File: src/rtl/cpu_core.sv
// Minimal 4-bit accumulator CPU: one instruction per clock, combinational ROM fetch.
// Optional JMP/JNC decode is compiled in when CPU_CORE_JUMP_EN is defined.
module cpu_core #(
  parameter logic [3:0] RESET_PC = 4'b0000
) (
  input  logic       clk,
  input  logic       rst,
  input  logic       run,
  output logic [3:0] pc,
  input  logic [3:0] opcode,
  input  logic [3:0] imdata,
  input  logic [3:0] in_port,
  output logic [3:0] out_port,
  output logic       out_valid,
  output logic       carry
);

  typedef enum logic [3:0] {
    OP_ADD_A = 4'b0000,
    OP_ADD_B = 4'b0001,
    OP_MOV_A = 4'b0010,
    OP_MOV_B = 4'b0011,
    OP_A_B   = 4'b0100,
    OP_B_A   = 4'b0101,
    OP_IN_A  = 4'b0110,
    OP_IN_B  = 4'b0111,
    OP_OUT_A = 4'b1000,
    OP_OUT_B = 4'b1001,
    OP_OUT_I = 4'b1011,
    OP_JNC   = 4'b1110,
    OP_JMP   = 4'b1111
  } op_e;

  logic [3:0] a, b;
  logic [3:0] nxt_pc, nxt_a, nxt_b, nxt_out;
  logic       nxt_carry, nxt_valid;

  // NOTE: every output of this block gets a default first, so no path leaves a
  // value unassigned and no latch is inferred.
  always_comb begin
    nxt_pc    = pc + 4'd1;
    nxt_a     = a;
    nxt_b     = b;
    nxt_out   = out_port;
    nxt_carry = 1'b0;
    nxt_valid = 1'b0;
    case (opcode)
      OP_ADD_A: {nxt_carry, nxt_a} = {1'b0, a} + {1'b0, imdata};
      OP_ADD_B: {nxt_carry, nxt_b} = {1'b0, b} + {1'b0, imdata};
      OP_MOV_A: nxt_a = imdata;
      OP_MOV_B: nxt_b = imdata;
      OP_A_B:   nxt_a = b;
      OP_B_A:   nxt_b = a;
      OP_IN_A:  nxt_a = in_port;
      OP_IN_B:  nxt_b = in_port;
      OP_OUT_A: begin nxt_out = a;      nxt_valid = 1'b1; end
      OP_OUT_B: begin nxt_out = b;      nxt_valid = 1'b1; end
      OP_OUT_I: begin nxt_out = imdata; nxt_valid = 1'b1; end
`ifdef CPU_CORE_JUMP_EN
      OP_JMP:   nxt_pc = imdata;
      // JNC looks at the carry registered before this edge.
      OP_JNC:   if (!carry) nxt_pc = imdata;
`endif
      default: ;
    endcase
  end

  // NOTE: state registers use non-blocking assignments so every flop samples
  // the pre-edge values regardless of statement order.
  always_ff @(posedge clk) begin
    if (rst) begin
      pc        <= RESET_PC;
      a         <= 4'd0;
      b         <= 4'd0;
      carry     <= 1'b0;
      out_port  <= 4'd0;
      out_valid <= 1'b0;
    end else if (run) begin
      pc        <= nxt_pc;
      a         <= nxt_a;
      b         <= nxt_b;
      carry     <= nxt_carry;
      out_port  <= nxt_out;
      out_valid <= nxt_valid;
    end else begin
      out_valid <= 1'b0;
    end
  end

endmodule

File: config.mk
export PLATFORM = sky130hd
export DESIGN_NAME = cpu_core
export DESIGN_NICKNAME = d
export VERILOG_FILES = /design/src/rtl/cpu_core.sv
export SDC_FILE = /design/constraint.sdc
export NUM_CORES = 1
export LEC_CHECK = 0
export ABC_AREA = 1
export CORE_AREA = 2 2 56 58
export CTS_BUF_LIST = sky130_fd_sc_hd__clkbuf_8 sky130_fd_sc_hd__clkbuf_16
export CTS_CLUSTER_SIZE = 25
export DETAILED_ROUTE_END_ITERATION = 10
export DIE_AREA = 0 0 58 60
export PLACE_DENSITY_LB_ADDON = 0.12
export SYNTH_ARGS = -nofsm -noshare
export SYNTH_HDL_FRONTEND = slang
export SYNTH_SLANG_ARGS = --single-unit
File: constraint.sdc
create_clock -name clk -period 1.9 [get_ports clk]
set_input_delay 0.38 -clock clk [delete_from_list [all_inputs] [get_ports clk]]
set_output_delay 0.38 -clock clk [all_outputs]
set_load 0.1 [all_outputs]
==> impl_metrics.ini <==
[die]
row_count = 20
die_h_microns = 60
start_util_pct = 49.2
core-area_sq_um = 2900
die_area_sq_um = 3480
num_io_pins = 25
die_x_microns = 58

[min_path]
hold_class = register to register
whs_path_depth = 2
hp-start = pc[2]$_SDFFE_PP0P_

[critical_path]
r2r-end = carry$_SDFFE_PP0P_
endpoint_kind = register
r2r_cells = 10
worstSetupEndpoint = b[2]$_SDFFE_PP0P_
path_class = input pin to register
path_max_fanout = 2
arrival_ns = 1.90
crit_required_ns = 2.08
regToRegStartpoint = a[0]$_SDFFE_PP0P_
worst-r2r-setup-slack_ns = 0.28
crit_start = imdata[1]
worstSetupStartpointType = input pin

[synth]
ys_seq_area_share_pct = 25.2
yosysWarnings = 0
syn_area_sq_um = 1430
yosysTopAreaCell = dfxtp_1
ys_ff_latch = 18
syn-num-nets = 252
synth_area_leaders = dfxtp_1 25%, nand2_1 14%, nand3_1 12%, inv_1 9.2%, ha_1 7.9%
synth_edf_count = 0
yosysMostFrequentCell = nand2_1
async_flop_share_pct = 0
synth.top_cell.area_share_pct = 25.2
ys_types = 24
synth_cells = 226
yosys_most_used_dff = dfxtp_1
syn_area_per_cell_sq_um = 6.32
synthTopCellsByCount = 53 x nand2_1, 35 x inv_1, 35 x nand3_1, 21 x a21oi_1, 18 x dfxtp_1

[layout]
diodes = 0
stdcell_count = 303
syn2layout_area_growth_pct = 33.3
fin_util_pct = 65.6
drive_above_1_share_pct = 17.0
layout.nets = 297

[sta]
fin_skew_ns = 0.00296
setup_tns_ns = 0
rsz0062_at_grt = no
finalMaxSlewViolations = 0
worst_slew_pin_slew_ns = 0.361
finalHoldViolCount = 0
fin_crit_ns = 1.72
slew_headroom_pct = 75.8
post-route-period-util_pct = 90.3
max_freq_mhz = 583
setup_violations = 0

[placement]
portBuffers = 24
place_congestion = 0.916
dp_cells = 299
dp_hpwl_mm = 3.25

[global_routing]
antenna_found_initial = 0
grt_pass1_vias = 1406
grt_max_degree = 13
track_usage_pct = 25.3
grt_pass1_wl_mm = 6.57
overflow = 0

[detailed_routing]
via_per_inst = 5.27
ant_nets = 0
drt_iter0_markers = 83
wl_mm = 3.94
num_vias = 1596
drt_pass1_iterations = 4
wire_per_inst_microns = 13.0
drc_errors = 0

[cts]
clock_path_buffers = 2
postCtsSetupBuffers = 0
clock-sinks = 18
root_buffer = clkbuf_8
cts_tree = done
cts_buffers = 3
htreeDepth = 1
clock_latency_ns = 0.25
cts.clk_slew.worst_paths_ns = 0.07

[job]
cap_violations = 0

[power_and_ir_drop]
power_density_nw_per_um2 = 555
peakVddDrop_uv = 543
p_leak_nw = 0.944

[run_status]
status = complete, no violations
## metal layers
layer / share of wire (%) / vias to the layer above / track usage, % / wire length (microns)
met5: 0 / - / 0 / 0
met4: 2.0 / 0 / 11.6 / 78
met3: 4.3 / 6 / 0.649 / 169
met2: 47 / 55 / 43.8 / 1850
met1: 47 / 700 / 32.8 / 1840
li1: - / 835 / - / -
## stage by stage
stage               hold WS, ns  instance area, sq um  total power, mW  setup WS [ns]
floorplan                 0.476                  1430            0.615          0.250
global placement          0.473                  1840            0.744         -0.199
detailed placement        0.483                  1840            0.747         -0.244
CTS                       0.495                  1900             1.06         0.0202
global route              0.520                  1900             1.11         0.0539
finish                    0.491                  1900             1.06          0.184
## layout by cell type, fill, tap and decap left out, types with 3 or more instances in the layout
| cell | count |
|---|---|
| nand3_1 | 35 |
| nand2_1 | 53 |
| dfxtp_1 | 18 |
| nor3_1 | 3 |
| a21oi_1 | 21 |
| a31oi_1 | 4 |
| buf_4 | 30 |
| ha_1 | 8 |
| clkdlybuf4s50_1 | 13 |
| o21ai_0 | 11 |
| nand4_1 | 7 |
| nor2_1 | 9 |
| clkbuf_8 | 4 |
| nand3b_1 | 3 |
| inv_1 | 35 |
## report_power, final
part           switching (mW)  internal (mW)  total, mW
Sequential             0.0162          0.394      0.410
Combinational           0.205          0.125      0.330
Clock                   0.131          0.184      0.315
## logic make-up after synthesis
group	share of synthesized area [%]
simple gates	38.6
buf+inv	11.9
compound gates	13.0
flops	25.2
fa+ha+maj	10.7
xor+xnor	0.614
## state kept, by name, summed over array words and instances (netlist names)
signal / cells
out_port: 4
out_valid: 1
b: 4
pc: 4
a: 4
carry: 1
## worst max-delay path, stage by stage
cell and delay [ns]:
clkdlybuf4s50_1 0.41, buf_4 0.15, fa_1 0.40, nand2_1 0.11
nand2_1 0.06, nand3_1 0.08, nand2_1 0.05, inv_1 0.06
nand2_1 0.05, a21oi_1 0.15
## cell type report
cell class,count,area [sq um]
fillers,299,1000
multi-input cells,165,900
repair buffers,46,408
flip-flops and latches,18,360
inverters,37,139
clock buffers,4,55.1
well taps,33,41.3
## worst min-delay path by stage
stage,to
floorplan,a[0]$_SDFFE_PP0P_
global placement,pc[2]$_SDFFE_PP0P_
detailed placement,pc[2]$_SDFFE_PP0P_
CTS,pc[2]$_SDFFE_PP0P_
global route,pc[2]$_SDFFE_PP0P_
finish,pc[2]$_SDFFE_PP0P_
## repair_timing
item | in CTS | in global routing
setup endpoints to repair | 0 | 3
gates resized for setup | 0 | 2
hold buffers | 0 | 0
Power figures use the tool's default switching activity.
==> edit 1 (config.mk and constraints unchanged) <==
Make the reset (`rst`) asynchronous in one clocked block.
--- a/src/rtl/cpu_core.sv
+++ b/src/rtl/cpu_core.sv
@@ -69,3 +69,3 @@
   // the pre-edge values regardless of statement order.
-  always_ff @(posedge clk) begin
+  always_ff @(posedge clk or posedge rst) begin
     if (rst) begin
Check against the original RTL: differs if rst is asserted again (counterexample within 4 cycles, from zero or initial values and one cycle with rst high); with rst held inactive, the same outputs for 10 cycles.
==> edit 1 against the original RTL <==
  * Largest cell class unchanged
  * Setup slack got worse by 0.10 ns
  * Design area decreased by 0.59%
  * Synthesized area decreased by 1.1%
  * Wire length decreased by 4.7%
  * First-iteration DRC count decreased by 40%
  * Critical endpoint is now a[2]
  * Sequential cell count unchanged
Power is not compared: it rests on default switching activity, and its combinational part moved more than twofold at a synthesized area within 25%.
==> edit 1: results (changes against the original RTL) <==
| Metric | Value |
|---|---|
| Status | finished, final reports clean (unchanged) |
| Syn_nets | 230 (was 252) |
| Synth cell count leaders | nand2_1, nand3_1, dfrtp_1, nor2_1, inv_1 (was nand2_1, inv_1, nand3_1, a21oi_1, dfxtp_1) |
| Critical Path AT | 1.97 ns (was 1.90 ns) |
| DR vias/cell | 5.34 (was 5.27) |
| Fraction of registers with async set/reset | 100% (was 0%) |
| Share of cells above drive strength 1 | 19.2% (was 17.0%) |
| Largest net degree at the start of global routing | 19 (was 13) |
| FF-to-FF End | carry (unchanged) |
| R2r setup slk | 0.23 ns (was 0.28 ns) |
| Reg2Reg Depth | 8 (was 10) |
| Area post-placement | 0.00185 mm^2 (was 0.00184 mm^2) |
| Pre-CTS setup slack | -0.167 ns (was -0.244 ns) |
| Rel. slew slack | 80.2% (was 75.8%) |
| Synth top area cells | dfrtp_1, nand2_1, nand3_1 (was dfxtp_1, nand2_1, nand3_1) |
| WHS | 0.444 ns (was 0.491 ns) |
| GRT Total Usage | 24.7% (was 25.3%) |
| CP Max Fanout | 3 (was 2) |
| Sequential share of the synthesized area | 31.9% (was 25.2%) |
| Clock Skews | 0.000605 ns (was 0.00296 ns) |
| First-pass GRT wire length | 6.51 mm (was 6.57 mm) |
| Final WL | 3.76 mm (was 3.94 mm) |
| DRT iter0 DRCs | 50 (was 83) |
| Nets | 278 (was 297) |
| Vias in the first global route | 1492 (was 1406) |
==> edit 1: cell count changes in the layout (fill, tap and decap cells not counted), moves of 4 or more <==
cell     unedited run  this run
nand2_1            53        70
dfrtp_1             0        18
o21ai_1             0         8
dfxtp_1            18         0
o21a_1              0         4
xor2_1              0         4
o21ai_0            11         1
nand3_1            35        24
inv_2               2         7
nor2_1              9        17
inv_1              35        12
a31oi_1             4         0
a21oi_1            21         6
==> edit 1: how the worst max path moves through the flow <==
| stage | end | cells after the start | slack [ns] | start |
|---|---|---|---|---|
| finish | a[2] | 10 | 0.08 | imdata[0] |
| global route | carry | 9 | 0.01 | imdata[0] |
| CTS | a[2] | 10 | 0.09 | imdata[0] |
| detailed placement | a[2] | 10 | -0.17 | imdata[0] |
| global placement | carry | 9 | -0.15 | imdata[0] |
| floorplan | pc[2] | 4 | 0.34 | pc[0] |
==> edit 1: logic make-up after synthesis <==
family,after synthesis,share of synthesized area [%]
simple gates,128,40.0
fa+ha+maj,11,10.8
flops,18,31.9
buf+inv,22,6.21
compound gates,20,7.98
xor+xnor,5,3.10
==> edit 1: per-layer routing <==
metal	global-route usage (%)	part of all wire [%]	routed length, um	up-vias
met5	0	0	0	-
met4	10.3	2.7	102	0
met3	3.25	5.0	189	11
met2	43.3	48	1800	48
met1	30.5	44	1670	696
li1	-	-	-	757
==> edit 1: area by class of cell <==
cell class,instances,area (um^2),area share (%)
multi-input cells,164,873,46.2
flip-flops and latches,18,450,23.8
well taps,33,41.3,2.18
repair buffers,45,410,21.7
inverters,20,75.1,3.97
clock buffers,3,41.3,2.18
==> edit 1: power by group <==
group          total [mW]  internal, mW  switching [mW]
clock               0.270         0.141           0.129
combinational        1.30         0.449           0.856
sequential          0.677         0.511           0.166
==> edit 2 (same settings) <==
Made on the original files. Add a define of `CPU_CORE_JUMP_EN`.
--- a/src/rtl/cpu_core.sv
+++ b/src/rtl/cpu_core.sv
@@ -2,2 +2,4 @@
 // Optional JMP/JNC decode is compiled in when CPU_CORE_JUMP_EN is defined.
+`define CPU_CORE_JUMP_EN
+
 module cpu_core #(
Formal check against the unedited RTL: not equivalent (a bounded check fails within 4 cycles, from zero or initial values and one cycle with rst high).
==> edit 2 against the original RTL <==
  * Clock power grew 4%
  * Synthesized area grew 22%
  * Design area is 19% higher
  * Count of clock-buffer cells in the layout unchanged
  * Largest cell class unchanged
  * Total power up 12%
  * Wire length is 17% higher
  * Critical path depth shrank 3
  * Setup slack worse by 0.0092 ns
  * Sequential cell count did not move
==> edit 2: results (changes against the original RTL) <==
| Metric | Value |
|---|---|
| Root Buffer | clkbuf_8 (unchanged) |
| F_max | 580 MHz (was 583 MHz) |
| Mapped Cells | 263 (was 226) |
| Post-CTS Setup Inserts | 0 (unchanged) |
| LEAKAGE | 1.15 nW (was 0.944 nW) |
| First-pass GRT wire length | 7.67 mm (was 6.57 mm) |
| Hold Path Origin | out_port[2] (was pc[2]) |
| FF-to-FF Start | b[0] (was a[0]) |
| CP Max Fanout | 4 (was 2) |
| Vias in the first global route | 1727 (was 1406) |
| Status | finished, final reports clean (unchanged) |
| Fraction of registers with async set/reset | 0% (unchanged) |
| Worst Hold Path Cells | 2 (unchanged) |
| Reg2Reg Depth | 8 (was 10) |
| Met3 Usage GRT | 2.81% (was 0.649%) |
| DR vias/cell | 5.36 (was 5.27) |
| Syn_nets | 289 (was 252) |
| Global placer's final weighted congestion | 1.01 (was 0.916) |
| DRT iter0 DRCs | 102 (was 83) |
| Worst-Margin Slew | 0.421 ns (was 0.361 ns) |
| Initial DRT Pass Iterations | 4 (unchanged) |
| R2r setup slk | 0.32 ns (was 0.28 ns) |
| Switching Share | 36.2% (was 33.3%) |
| Hold/Removal Path Class | flop to flop (unchanged) |
| Largest net degree at the start of global routing | 17 (was 13) |
| WHS | 0.476 ns (was 0.491 ns) |
| Met2 usage | 51.1% (was 43.8%) |
| GRT Total Usage | 28.7% (was 25.3%) |
| Finished Layout Cells | 339 (was 303) |
| End of the worst hold path | out_port[2] (was pc[2]) |
| Area post-placement | 0.00221 mm^2 (was 0.00184 mm^2) |
| CP startpoint | imdata[2] (was imdata[1]) |
| Port Buffers | 24 (unchanged) |
| Met1 usage | 36.8% (was 32.8%) |
| Num CTS Buffers | 3 (unchanged) |
| Synth cell count leaders | nand2_1, nand3_1, inv_1, a21oi_1, dfxtp_1 (was nand2_1, inv_1, nand3_1, a21oi_1, dfxtp_1) |
| Netlist cell types | 31 (was 24) |
| Share of cells above drive strength 1 | 22.2% (was 17.0%) |
| Synth top area cells | dfxtp_1, nand2_1, nand3_1 (unchanged) |
| H-tree Lvls | 1 (unchanged) |
| Clock Skews | 0.00812 ns (was 0.00296 ns) |
| Post-CTS resize count | 0 (unchanged) |
| Sequential share of the synthesized area | 20.7% (was 25.2%) |
| Final WL | 4.60 mm (was 3.94 mm) |
| Hpwl dp | 3.74 mm (was 3.25 mm) |
| Worst skew pair latency | 0.26 ns |
| FF-to-FF End | carry (unchanged) |
| Pre-CTS setup slack | -0.212 ns (was -0.244 ns) |
| Worst setup endpoint | b[3] (was b[2]) |
| Peak supply drop | 0.000457 V (was 0.000543 V) |
| Final setup TNS | 0 ns (unchanged) |
| Nets | 333 (was 297) |
## edit 2: critical path, cell delays in order
cell	delay, ns
clkdlybuf4s50_1	0.59
ha_1	0.32
a21oi_1	0.18
nand2_1	0.09
a21oi_1	0.14
nand2_1	0.07
a21oi_1	0.13
## edit 2: metrics by stage
step,utilization [%],power (mW)
detailed placement,76.1,0.859
finish,78.2,1.18
CTS,78.0,1.18
floorplan,-,0.701
global placement,76.1,0.850
global route,78.2,1.23
## edit 2: logic make-up (layout without fill, tap and decap cells)
kind of cell / Yosys count / in the layout / share of synthesized area [%]
flops: 18 / 18 / 20.7
fa+ha+maj: 11 / 11 / 8.76
simple gates: 135 / 135 / 40.7
compound gates: 42 / 42 / 13.5
xor+xnor: 1 / 1 / 0.503
buf+inv: 56 / 99 / 15.8
## edit 2: power by group through the flow
stage / combinational (mW) / sequential [mW] / clock [mW]
floorplan: 0.199 / 0.501 / 0
global placement: 0.422 / 0.428 / 0
detailed placement: 0.430 / 0.429 / 0
CTS: 0.432 / 0.420 / 0.323
global route: 0.468 / 0.423 / 0.342
finish: 0.433 / 0.421 / 0.327
## edit 2: metal layers
metal,up-vias,wire length [um]
met1,813,1980
met3,10,269
met4,0,69
met2,61,2270
li1,932,-
met5,-,0
## edit 2: layout make-up
type	count	area, um^2
clock buffers	4	55.1
fillers	227	632
repair buffers	47	518
well taps	33	41.3
inverters	48	188
multi-input cells	189	1110
flip-flops and latches	18	360
